File: src/rtl/adder_tree_accum.sv
// Pipelined NUM_IN-input adder tree with an optional running accumulator.
// Each tree level is one register stage. The tree is padded with zero leaves
// up to the next power of two. A single accumulate/output stage sits after
// the tree. Node arithmetic is either two's-complement add, which wraps, or
// an IEEE-754 add that rounds to nearest even. In float mode, 1+E+M is the
// operand format.
module adder_tree_accum #(
  parameter int ARITH_TYPE = 1,
  parameter int DATA_WIDTH = 32,
  parameter int E          = 8,
  parameter int M          = 23,
  parameter int NUM_IN     = 4,
  parameter int ACCUM      = 1
) (
  input  logic                         clk,
  input  logic                         reset,
  input  logic                         in_valid,
  input  logic                         in_last,
  input  logic [NUM_IN*DATA_WIDTH-1:0] in_data,
  output logic                         out_valid,
  output logic [DATA_WIDTH-1:0]        out_data
);

  localparam int L      = (NUM_IN > 1) ? $clog2(NUM_IN) : 0;
  localparam int LEAVES = 1 << L;
  localparam int FW     = 1 + E + M;
  localparam int XW     = E + 2;
  localparam int WW     = M + 5;

  // Float add with round-to-nearest-even. The working mantissa layout is
  // {carry, hidden, fraction, guard, round, sticky}.
  function automatic logic [DATA_WIDTH-1:0] fp_add(input logic [FW-1:0] a,
                                                   input logic [FW-1:0] b);
    logic          sa, sb, sr, sticky, rnd, a_nan, b_nan, a_inf, b_inf;
    logic [E-1:0]  ea, eb;
    logic [M-1:0]  fa, fb;
    logic [XW-1:0] xa, xb, xr, diff;
    logic [WW-1:0] wa, wb, wr;
    logic [M+1:0]  mr;
    logic [FW-1:0] fres;
    // Order the operands so that a has the larger magnitude.
    if (a[FW-2:0] < b[FW-2:0]) begin
      {sa, ea, fa} = b;
      {sb, eb, fb} = a;
    end else begin
      {sa, ea, fa} = a;
      {sb, eb, fb} = b;
    end
    a_nan = (ea == '1) && (fa != '0);
    b_nan = (eb == '1) && (fb != '0);
    a_inf = (ea == '1) && (fa == '0);
    b_inf = (eb == '1) && (fb == '0);
    xa = (ea == '0) ? XW'(1) : XW'(ea);
    xb = (eb == '0) ? XW'(1) : XW'(eb);
    wa = {1'b0, ea != '0, fa, 3'b000};
    wb = {1'b0, eb != '0, fb, 3'b000};
    diff = xa - xb;
    sticky = 1'b0;
    // Align the smaller operand. Bits shifted out are folded into sticky.
    for (int i = 0; i < WW; i++) begin
      if (XW'(i) < diff) begin
        sticky = sticky | wb[0];
        wb = wb >> 1;
      end
    end
    wb[0] = wb[0] | sticky;
    wr = (sa == sb) ? (wa + wb) : (wa - wb);
    xr = xa;
    sr = sa;
    // Normalise. Left shifts stop at the minimum exponent, which leaves a
    // subnormal result.
    if (wr[WW-1]) begin
      wr = {1'b0, wr[WW-1:2], wr[1] | wr[0]};
      xr = xr + XW'(1);
    end else begin
      for (int i = 0; i < WW; i++) begin
        if (!wr[WW-2] && (xr > XW'(1))) begin
          wr = wr << 1;
          xr = xr - XW'(1);
        end
      end
    end
    if (!wr[WW-2]) xr = '0;
    rnd = wr[2] & (wr[1] | wr[0] | wr[3]);
    mr  = {1'b0, wr[WW-2:3]} + (M+2)'(rnd);
    if (mr[M+1]) begin
      mr = mr >> 1;
      xr = xr + XW'(1);
    end else if ((xr == '0) && mr[M]) begin
      xr = XW'(1);
    end
    // An exact cancellation gives +0 unless both inputs were -0.
    if (mr == '0) sr = sa & sb;
    if (a_nan | b_nan | (a_inf & b_inf & (sa != sb)))
      fres = {1'b0, {E{1'b1}}, 1'b1, {(M-1){1'b0}}};
    else if (a_inf | b_inf)
      fres = {a_inf ? sa : sb, {E{1'b1}}, {M{1'b0}}};
    else if (xr >= {2'b00, {E{1'b1}}})
      fres = {sr, {E{1'b1}}, {M{1'b0}}};
    else
      fres = {sr, xr[E-1:0], mr[M-1:0]};
    return DATA_WIDTH'(fres);
  endfunction

  function automatic logic [DATA_WIDTH-1:0] node_add(input logic [DATA_WIDTH-1:0] a,
                                                     input logic [DATA_WIDTH-1:0] b);
    if (ARITH_TYPE == 1) return a + b;
    else return fp_add(FW'(a), FW'(b));
  endfunction

  logic [DATA_WIDTH-1:0] tree_sum, sum, acc;
  logic                  tree_v, tree_l, first;

  for (genvar l = 0; l <= L; l++) begin : g_lvl
    localparam int N = LEAVES >> l;
    logic [N*DATA_WIDTH-1:0] d;
    logic                    v, lst;
    if (l == 0) begin : g_leaf
      // Leaf level. Zero extension supplies the zero padding leaves, which
      // are also +0.0 in float mode.
      assign d   = (LEAVES*DATA_WIDTH)'(in_data);
      assign v   = in_valid;
      assign lst = in_valid & in_last;
    end else begin : g_node
      // Pairwise sums, low index first. The data registers are not reset
      // because v qualifies them.
      always_ff @(posedge clk) begin
        for (int j = 0; j < N; j++)
          d[j*DATA_WIDTH +: DATA_WIDTH] <=
            node_add(g_lvl[l-1].d[(2*j)*DATA_WIDTH +: DATA_WIDTH],
                     g_lvl[l-1].d[(2*j+1)*DATA_WIDTH +: DATA_WIDTH]);
      end
      // The valid and last flags move down the tree with the data.
      always_ff @(posedge clk) begin
        if (reset) begin
          v   <= 1'b0;
          lst <= 1'b0;
        end else begin
          v   <= g_lvl[l-1].v;
          lst <= g_lvl[l-1].lst;
        end
      end
    end
  end

  assign tree_sum = g_lvl[L].d;
  assign tree_v   = g_lvl[L].v;
  assign tree_l   = g_lvl[L].lst;

  // The first vector of a group replaces acc, so an old total never leaks
  // into a new group.
  assign sum = first ? tree_sum : node_add(acc, tree_sum);

  // Accumulate/output stage: pass each vector through, or add up a group and
  // emit one pulse when the last vector arrives.
  always_ff @(posedge clk) begin
    if (reset) begin
      out_valid <= 1'b0;
      out_data  <= '0;
      acc       <= '0;
      first     <= 1'b1;
    end else begin
      out_valid <= 1'b0;
      if (tree_v) begin
        if (ACCUM == 0) begin
          out_data  <= tree_sum;
          out_valid <= 1'b1;
        end else begin
          acc <= sum;
          if (tree_l) begin
            out_data  <= sum;
            out_valid <= 1'b1;
            first     <= 1'b1;
          end else begin
            first <= 1'b0;
          end
        end
      end
    end
  end

endmodule
File: config.mk
export PLATFORM = sky130hd
export DESIGN_NAME = adder_tree_accum
export DESIGN_NICKNAME = d
export VERILOG_FILES = /design/src/rtl/adder_tree_accum.sv
export SDC_FILE = /design/constraint.sdc
export NUM_CORES = 1
export LEC_CHECK = 0
export BUFFER_PORTS_ARGS = -buffer_cell sky130_fd_sc_hd__buf_2
export CAP_MARGIN = 0
export CORE_UTILIZATION = 55
export DETAILED_ROUTE_END_ITERATION = 8
export GPL_TIMING_DRIVEN = 0
export PLACE_DENSITY = 0.83
export SETUP_SLACK_MARGIN = 0.05
export SLEW_MARGIN = 20
export SYNTH_ARGS = -nofsm -noshare
export SYNTH_HDL_FRONTEND = slang
export SYNTH_SLANG_ARGS = --single-unit
File: constraint.sdc
create_clock -name clk -period 3.58 [get_ports clk]
set_input_delay 0.179 -clock clk [delete_from_list [all_inputs] [get_ports clk]]
set_output_delay 0.179 -clock clk [all_outputs]
set_load 0.005 [all_outputs]
Word level (Yosys, flattened, before mapping) --
Index checks and enable logic that the tools add are counted.
Word-level totals: logic and storage cells 20, output and inout port bits 33, register bits after elaboration 166
Operators by class: $add $sub $neg 4, muxes and demuxes 2, bitwise operators 2, reduce and logical (&&, ||, !) cells 2
Operators with widths (number):
- adder 32 bit | 4
- 2-to-1 mux 32 bit | 1
- AND reduction 2 bit | 1
- OR reduction 2 bit | 1
- AND 1 bit | 1
- 2-to-1 mux 1 bit | 1
- NOT 1 bit | 1

Longest topological paths before layout --
Gate-level depths: netlist (run 1).
word-level depth 2, gate-level depth with buffers 11

Worst setup path after synthesis (run 1) --
Ideal clock, no wire load.
path kind input-to-reg, from input in_data[0], to register g_lvl[1].d[30], setup slack 0.638 ns, arrival time 2.822 ns, stages on the path 11, cell sequence ha_1 > fa_1 > a21o_1 > a21oi_2 > o21bai_1 > o21ba_1 > o41a_4 > a311oi_4 > o221ai_2 > a311o_1 > xor2_1
On the way: longest elaborated chain between the ends 1
Ends and longest elaborated chain:
- start, declared | RTL line 19 | input logic [NUM_IN*DATA_WIDTH-1:0] in_data,
- adder 32 bit | RTL line 107 | if (ARITH_TYPE == 1) return a + b;
- end signal, assigned by index | RTL line 129 | d[j*DATA_WIDTH +: DATA_WIDTH] <=
- end, declared | RTL line 116 | logic [N*DATA_WIDTH-1:0] d;
No other way between the ends. A chain may end at the register's enable or synchronous reset.

Worst setup path in the final report (run 1) --
from input in_data[32], to register g_lvl[1].d[30]
The elaborated chain is that of the path after synthesis.

==> metrics.txt, run 1 <==
Via density between 5 and 6; Starting Density 56.3%; row count 50; Slew Viols, Final 0; synthesized flop and latch total around 170; most frequent cells after synthesis dfxtp_1, ha_1, a21oi_1; Bufs on Longest Clock Path 2; Period minus WS final 3410 ps; Reg-to-Reg Start g_lvl[1].d[0]; antenna-violating nets left 0; sum of negative setup slack 0 ps; ys async rst share 0%; critical path peak fanout 6; Mapped Cells ~1200; WP data arrival between 3000 and 4000 ps; fill cell total of the finished layout roughly 1600; IO Port Bufs 164; VDD IR max 0.304 mV; Ant. Diodes 0; H-tree levels 4; first-pass GRT wire length 41000 um; number of flops mapped to enable cells by yosys 0; clock latency on the worst-skew pair 430 ps; worst hold path type input pin to register; Rel. slew slack 51.8%; Sink Count 166; RSZ-0062 raised after global routing false; First-pass DRT Iterations 5; status completed; Synth area leader dfxtp_1; crit path kind input pin to register; PwrDens 614 nW/um^2; crit path from in_data[32]; num ports about 170; count of cell types in the netlist 69; total grt overflow 0; initial antenna violation count 0; Reg2Reg Depth 11; ys flop type dfxtp_1; Die Y 141 um; die width about 140 um; CTS root buffer clkbuf_16; vias 9660; crit share post-route 95.1%; Setup WS post-layout 175 ps; reg-to-reg slack, setup 350 ps; Post-Syn Area 10600 um^2; CP required roughly 4000 ps; vias in the first global route 8959; ranking of synthesized cells by area dfxtp_1, ha_1, xnor2_1; post-synthesis net count 1496; Hold Vio Cnt, Final 0; TritonCTS clock tree built; Synth top area share 31.4%; Routed wire per std cell roughly 15 um; # DRC 0; dpl ws a little over 300 ps; GPL Wtd Cong 0.950; Pleak 5.74 nW; final count of negative-setup-slack endpoints 0; worst slew pin tran 723 ps; crit path capture g_lvl[1].d[30]; syn_area_per_cell 8.55 um^2; hpwl dp 19700 um; total track usage between 20% and 30%; Post-Route WL around 25000 um; CTS buffer count 17; Final nets 1685; synthesis warning total 0; sequential share of the synthesized area between 30% and 40%; Startpoint Class input pin; Final Skew 8.36 ps; largest net degree at the start of global routing 17; core area 18800 um^2; Area Overhead vs Synth 17.0%; # Max-Cap Violations 0; Worst setup EP type register; fmax 294 MHz; die area 19800 um^2; DRT iter0 DRCs 475; RR Endpoint g_lvl[2].d[24]; most common cell in the netlist dfxtp_1; share of cells above drive strength 1 14.5%; clock slew at reported path FFs 60 ps
==> where the power goes <==
group	switching [mW]	total, mW	internal (mW)
logic	1.84	3.23	1.39
registers	0.236	2.48	2.25
clock network	0.761	1.88	1.12
==> per-stage QoR <==
| stage | instances | util [%] | instance area (um^2) | hold slack [ps] | power (mW) |
|---|---|---|---|---|---|
| after floorplan | 1236 | - | 10600 | 258 | 4.93 |
| after global placement | 1634 | 62.3 | 11700 | 387 | 5.59 |
| after detailed placement | 1634 | 62.3 | 11700 | 392 | 5.66 |
| after CTS | 1671 | 65.8 | 12400 | 1.21 | 7.58 |
| after global routing | 1671 | 65.9 | 12400 | 29.1 | 8.11 |
| final | 1671 | 65.9 | 12400 | 14.7 | 7.59 |
==> worst min path at each step <==
| stage | from | endpoint | slack (ps) | cells after the start |
|---|---|---|---|---|
| finish | in_valid | g_lvl[1].v | 10 | 2 |
| global route | in_valid | g_lvl[1].v | 30 | 2 |
| CTS | in_valid | g_lvl[1].v | 1 | 2 |
| detailed placement | in_last | g_lvl[1].lst | 390 | 2 |
| global placement | in_last | g_lvl[1].lst | 390 | 2 |
| floorplan | reset | g_lvl[1].v | 260 | 1 |
==> per-layer routing <==
metal / GRT usage [%] / wire length (um) / share of wire, % / up-vias
met2: 43.1 / 11800 / 47 / 309
met5: 0 / 0 / 0 / -
li1: - / - / - / 4926
met1: 32.6 / 11700 / 46 / 4375
met3: 3.26 / 1110 / 4.4 / 50
met4: 11.6 / 634 / 2.5 / 0
==> registers in the layout, indices dropped and copies added, names as in the netlist <==
register   flops
g_lvl.d       96
g_lvl.lst      2
out_valid      1
g_lvl.v        2
first          1
out_data      32
acc           32
==> worst max-delay path, cell delays in order <==
cell and delay (ps):
dlygate4sd3_1 560, buf_2 130, ha_1 210, fa_1 400, a21o_1 200, a21oi_2 170, o21bai_1 110, o21ba_1 220
o41a_4 500, a311oi_4 300, o221ai_2 200, a311o_1 400, xor2_1 140
==> placed cells by master (no fill, tap or decap), drive strengths merged, types with 26 or more instances in the layout <==
cell type	instances
a21o	73
dfxtp	166
xor2	44
buf	167
clkbuf	50
xnor2	67
nor3	26
inv	41
ha	124
nand2	98
o21ai	92
nor2	100
a21oi	118
a211oi	38
==> area by class of cell <==
class / count / area [um^2] / share of cell area (%)
Buffer: 35 / 131 / 1.06
Clock buffer: 18 / 439 / 3.55
Clock inverter: 13 / 170 / 1.38
Inverter: 36 / 135 / 1.09
Multi-Input combinational cell: 999 / 6990 / 56.5
Sequential cell: 166 / 3320 / 26.9
Tap cell: 234 / 293 / 2.37
Timing Repair Buffer: 170 / 881 / 7.12
==> timing repair <==
action / 4_1_cts / 5_1_grt
setup endpoints to repair: 0 / 6
hold buffers: 6 / 0
gates resized for setup: 0 / 2
endpoints found under the hold margin: 4 / 0
buffers inserted: 0 / 0
==> cells by family (layout without fill, tap and decap cells) <==
group | after synthesis | after routing | share of synthesized area, %
AOI/OAI and AO/OA | 439 | 439 | 27.1
xor gates and xnor gates | 111 | 111 | 9.20
adders and majority gates | 128 | 128 | 15.4
buffers and inverters | 71 | 272 | 2.52
DFF | 166 | 166 | 31.4
muxes | 11 | 11 | 1.05
and+or+nand+nor | 310 | 310 | 13.2
Note: power is estimated with default switching activity, not from simulation.
==> inputs of run 2 (changes only) <==
Settings changed: MAX_ROUTING_LAYER set to met4, PLACE_DENSITY 0.83 to 0.78.
Clock period 3.58 ns to 3.72 ns, I/O delays scaled along.
==> run 2 against run 1 <==
Compared with the run above:
- critical path depth did not move
- critical endpoint is now g_lvl[1].d[62]
- cell count increased by 0.12%
- largest power group unchanged
- largest cell class unchanged
- clock power is 9% lower
- power is 4.9% lower
- combinational power fell by 4%
==> metrics.txt, run 2 (same netlist as run 1, synthesis figures left out) <==
sum of negative setup slack 0 ps; total track usage a little over a quarter; Pleak 5.73 nW; Non-Filler Instances 1673; Final Power 7.22 mW; Area Overhead vs Synth 16.7%; crit share post-route 91.6%; antenna-violating nets left 0; die area 19800 um^2; most common cell after layout, fill and taps aside dfxtp_1; Post-CTS Setup Inserts 0; Bufs on Longest Clock Path 2; Hold Vio Cnt, Final 0; biggest regs g_lvl.d x96, acc x32, out_data x32; Ant. Diodes 0; First-pass DRT Iterations 5; storage element area 3320 um^2; Inst Count DP 1634; Post-CTS Hold Buffers 7; area of the multi-input gates approximately 7000 um^2; share of cells above drive strength 1 14.5%; GPL Wtd Cong 0.951; hpwl dp a little under 20000 um; Routed wire per std cell 14.9 um; core area between 15000 and 20000 um^2; first-pass GRT wire length ~41000 um; Period minus WS final between 3000 and 4000 ps; Most flops, register g_lvl.d; die width roughly 140 um; Setup WS post-layout between 300 and 400 ps; VDD IR max 0.279 mV; RSZ-0062 raised after global routing false; H-tree levels 4; WP data arrival roughly 3700 ps; Sink Count approximately 170; Slew Viols, Final 0; Rel. slew slack 51.5%; row count 50; status completed; # DRC 0; critical path peak fanout 3; cts repair resizes 0; fmax 293 MHz; crit path kind input pin to register; PwrDens 585 nW/um^2; initial antenna violation count 0; Final nets 1686; worst slew pin tran 727 ps; Startpoint Class input pin; DRT iter0 DRCs between 400 and 500; final count of negative-setup-slack endpoints 0; max FFs per register 96; dpl ws 454 ps; worst hold path type input pin to register; Die Y around 140 um; Final Skew 8.72 ps; total grt overflow 0; Post-Route WL 24900 um; CP required 4060 ps; commonest non-fill, non-tap cells in the layout dfxtp_1, buf_2, ha_1; largest net degree at the start of global routing 17; # Max-Cap Violations 0; Starting Density 56.3%; num ports 165; CTS root buffer clkbuf_16; Via density between 5 and 6; vias 9631; clock latency on the worst-skew pair 440 ps; vias in the first global route 8949; Worst setup EP type register; IO Port Bufs 164; CTS buffer count 17; fill cell total of the finished layout 1580; clock slew at reported path FFs 70 ps; TritonCTS clock tree built
## run 2: report_power, final
part	total, mW	switching, mW	leakage, nW	internal (mW)
combinational	3.11	1.77	4.08	1.34
sequential	2.39	0.225	1.38	2.16
clock	1.72	0.736	0.273	0.981
total	7.22	2.73	5.73	4.48
## run 2: cell type report
class | count | area share, %
Timing Repair Buffer | 171 | 7.22
Sequential cell | 166 | 26.9
Clock buffer | 20 | 3.78
Inverter | 36 | 1.10
Buffer | 35 | 1.06
Tap cell | 234 | 2.37
Multi-Input combinational cell | 999 | 56.6
Clock inverter | 12 | 0.933
## run 2: worst paths after layout
kind | startpoint | endpoint | slack (ps) | cells past startpoint
min | in_data[33] | g_lvl[1].d[1] | 20 | 2
min reg2reg | out_data[4] | out_data[4] | 450 | 2
max | in_data[96] | g_lvl[1].d[62] | 310 | 13
max reg2reg | g_lvl[1].d[0] | g_lvl[2].d[24] | 450 | 11
## run 2: metrics by stage
stage | instance area (um^2) | util (%) | hold slack, ps
after floorplan | 10600 | - | 265
after global placement | 11700 | 62.3 | 392
after detailed placement | 11700 | 62.3 | 401
after CTS | 12300 | 65.7 | 20.1
after global routing | 12300 | 65.7 | 26.5
final | 12300 | 65.7 | 23.9
## run 2: critical path, stage by stage
cell and delay (ps):
dlygate4sd3_1 530, buf_2 130, ha_1 210, fa_1 410
a21o_1 210, a2111oi_1 510, o21ba_2 230, nor3_1 90
o41ai_2 470, o21ai_1 190, a21o_1 210, a21oi_1 170
xnor2_1 190
## run 2: layer usage
metal  routed length [um]  GRT usage (%)  part of all wire (%)
met3                 1050           3.02                   4.2
met4                  612           10.3                   2.5
met2                11400           42.8                    46
met1                11900           34.1                    48
met5                    0              -                     0
==> inputs of run 3 (changes only) <==
Settings changed: REMOVE_ABC_BUFFERS set to 1.
==> run 3 against run 2 <==
Compared with the run above:
- global-route usage fell by 1.6 points
- sequential power barely moved
- die area did not move
- final area fell by 0.47%
- core utilization fell by 0.31 points
- first-iteration DRC count rose by 11%
- power rose by 0.40%
==> metrics.txt, run 3 (same netlist as run 1, synthesis figures left out) <==
# Max-Cap Violations 0; die width about 140 um; antenna-violating nets left 0; Finished Cell Area 12300 um^2; Starting Density 56.3%; num ports 165; Bufs on Longest Clock Path 2; core area between 15000 and 20000 um^2; VDD IR max 0.260 mV; Hold Vio Cnt, Final 0; H-tree levels 4; First-pass DRT Iterations 5; Inst Count DP 1602; Period minus WS final 3410 ps; CTS root buffer clkbuf_16; biggest regs g_lvl.d x96, acc x32, out_data x32; worst hold path type input pin to register; critical path peak fanout 3; GPL Wtd Cong 0.932; Post-Route WL between 20000 and 25000 um; final count of negative-setup-slack endpoints 0; Final nets roughly 1700; largest net degree at the start of global routing 33; CP required 4070 ps; Non-Filler Instances 1637; share of cells above drive strength 1 ~15%; initial antenna violation count 0; die area between 15000 and 20000 um^2; row count 50; status completed; Ant. Diodes 0; first-pass GRT wire length 39100 um; clock latency on the worst-skew pair 430 ps; Most flops, register g_lvl.d; cts repair resizes 0; Worst setup EP type register; RSZ-0062 raised after global routing false; total track usage 25.0%; Rel. slew slack between 30% and 40%; hpwl dp 18200 um; Final Core Density between 60% and 70%; PwrDens a little under 600 nW/um^2; Pleak 5.73 nW; Post-CTS Setup Inserts 0; DRT iter0 DRCs 519; crit path kind input pin to register; Die Y between 100 and 150 um; Via density 5.75; Slew Viols, Final 0; CTS buffer count 17; total grt overflow 0; max FFs per register between 90 and 100; fmax 293 MHz; Final Skew 6.48 ps; IO Port Bufs ~160; vias in the first global route between 8000 and 9000; Area Overhead vs Synth 16.2%; Routed wire per std cell 14.4 um; Fin Hold WS approximately 17 ps; worst slew pin tran ~950 ps; Startpoint Class input pin; TritonCTS clock tree built; Post-CTS Hold Buffers 4; Sink Count 166; # DRC 0; clock slew at reported path FFs 70 ps; vias 9415; placed inst area 11600 um^2; commonest non-fill, non-tap cells in the layout dfxtp_1, buf_2, ha_1; WP data arrival 3760 ps; crit share post-route 91.8%
-- run 3: cell count changes in the layout (fill, tap and decap cells not counted), moves of 3 or more --
cell,before,now
buf_1,3,0
clkbuf_1,32,0
clkbuf_8,3,0
clkinvlp_4,5,1
dlygate4sd3_1,7,4
inv_6,3,7
-- run 3: critical path, cell delays in order --
cell	delay [ps]
dlygate4sd3_1	530
buf_2	120
ha_1	190
fa_1	400
a21o_1	210
a2111oi_1	550
o21ba_2	240
nor3_1	100
o41ai_2	480
o21ai_1	190
a21o_1	210
a21oi_1	180
xnor2_1	160
-- run 3: stage by stage --
step                      TNS (ps)  power, mW  setup slack, ps
after global routing             0       7.76              108
after global placement       -1890       5.32             -361
after CTS                        0       7.24              366
after floorplan                  0       4.73              771
final                            0       7.24              306
after detailed placement         0       5.39              460
-- run 3: metal layers --
metal  routed length, um  GRT usage, %  vias up  part of all wire [%]
met5                   0             -        -                     0
met4                 461          7.78        0                   2.0
met2               10400          39.3      301                    44
li1                    -             -     4852                     -
met1               11500          33.2     4215                    49
met3                1060          3.50       47                   4.5
-- run 3: power breakdown --
part           total (mW)  switching, mW  internal, mW
sequential           2.39          0.226          2.16
combinational        3.03           1.70          1.34
clock                1.82          0.753          1.07
-- run 3: worst paths after layout --
check | startpoint | to | slack, ps | cells after the start
worst max-delay path | in_data[96] | g_lvl[1].d[62] | 310 | 13
worst min register to register | out_data[20] | out_data[20] | 450 | 2
worst max register to register | acc[0] | acc[28] | 410 | 11
worst min-delay path | in_data[64] | g_lvl[1].d[32] | 20 | 2
-- run 3: cell type report --
class                   count  area [um^2]
clock inverters            14          184
flip-flops and latches    166         3330
well taps                 234          293
multi-input cells         999         6990
repair buffers            171          923
fillers                  1596         6490
inverters                  36          135
clock buffers              17          425
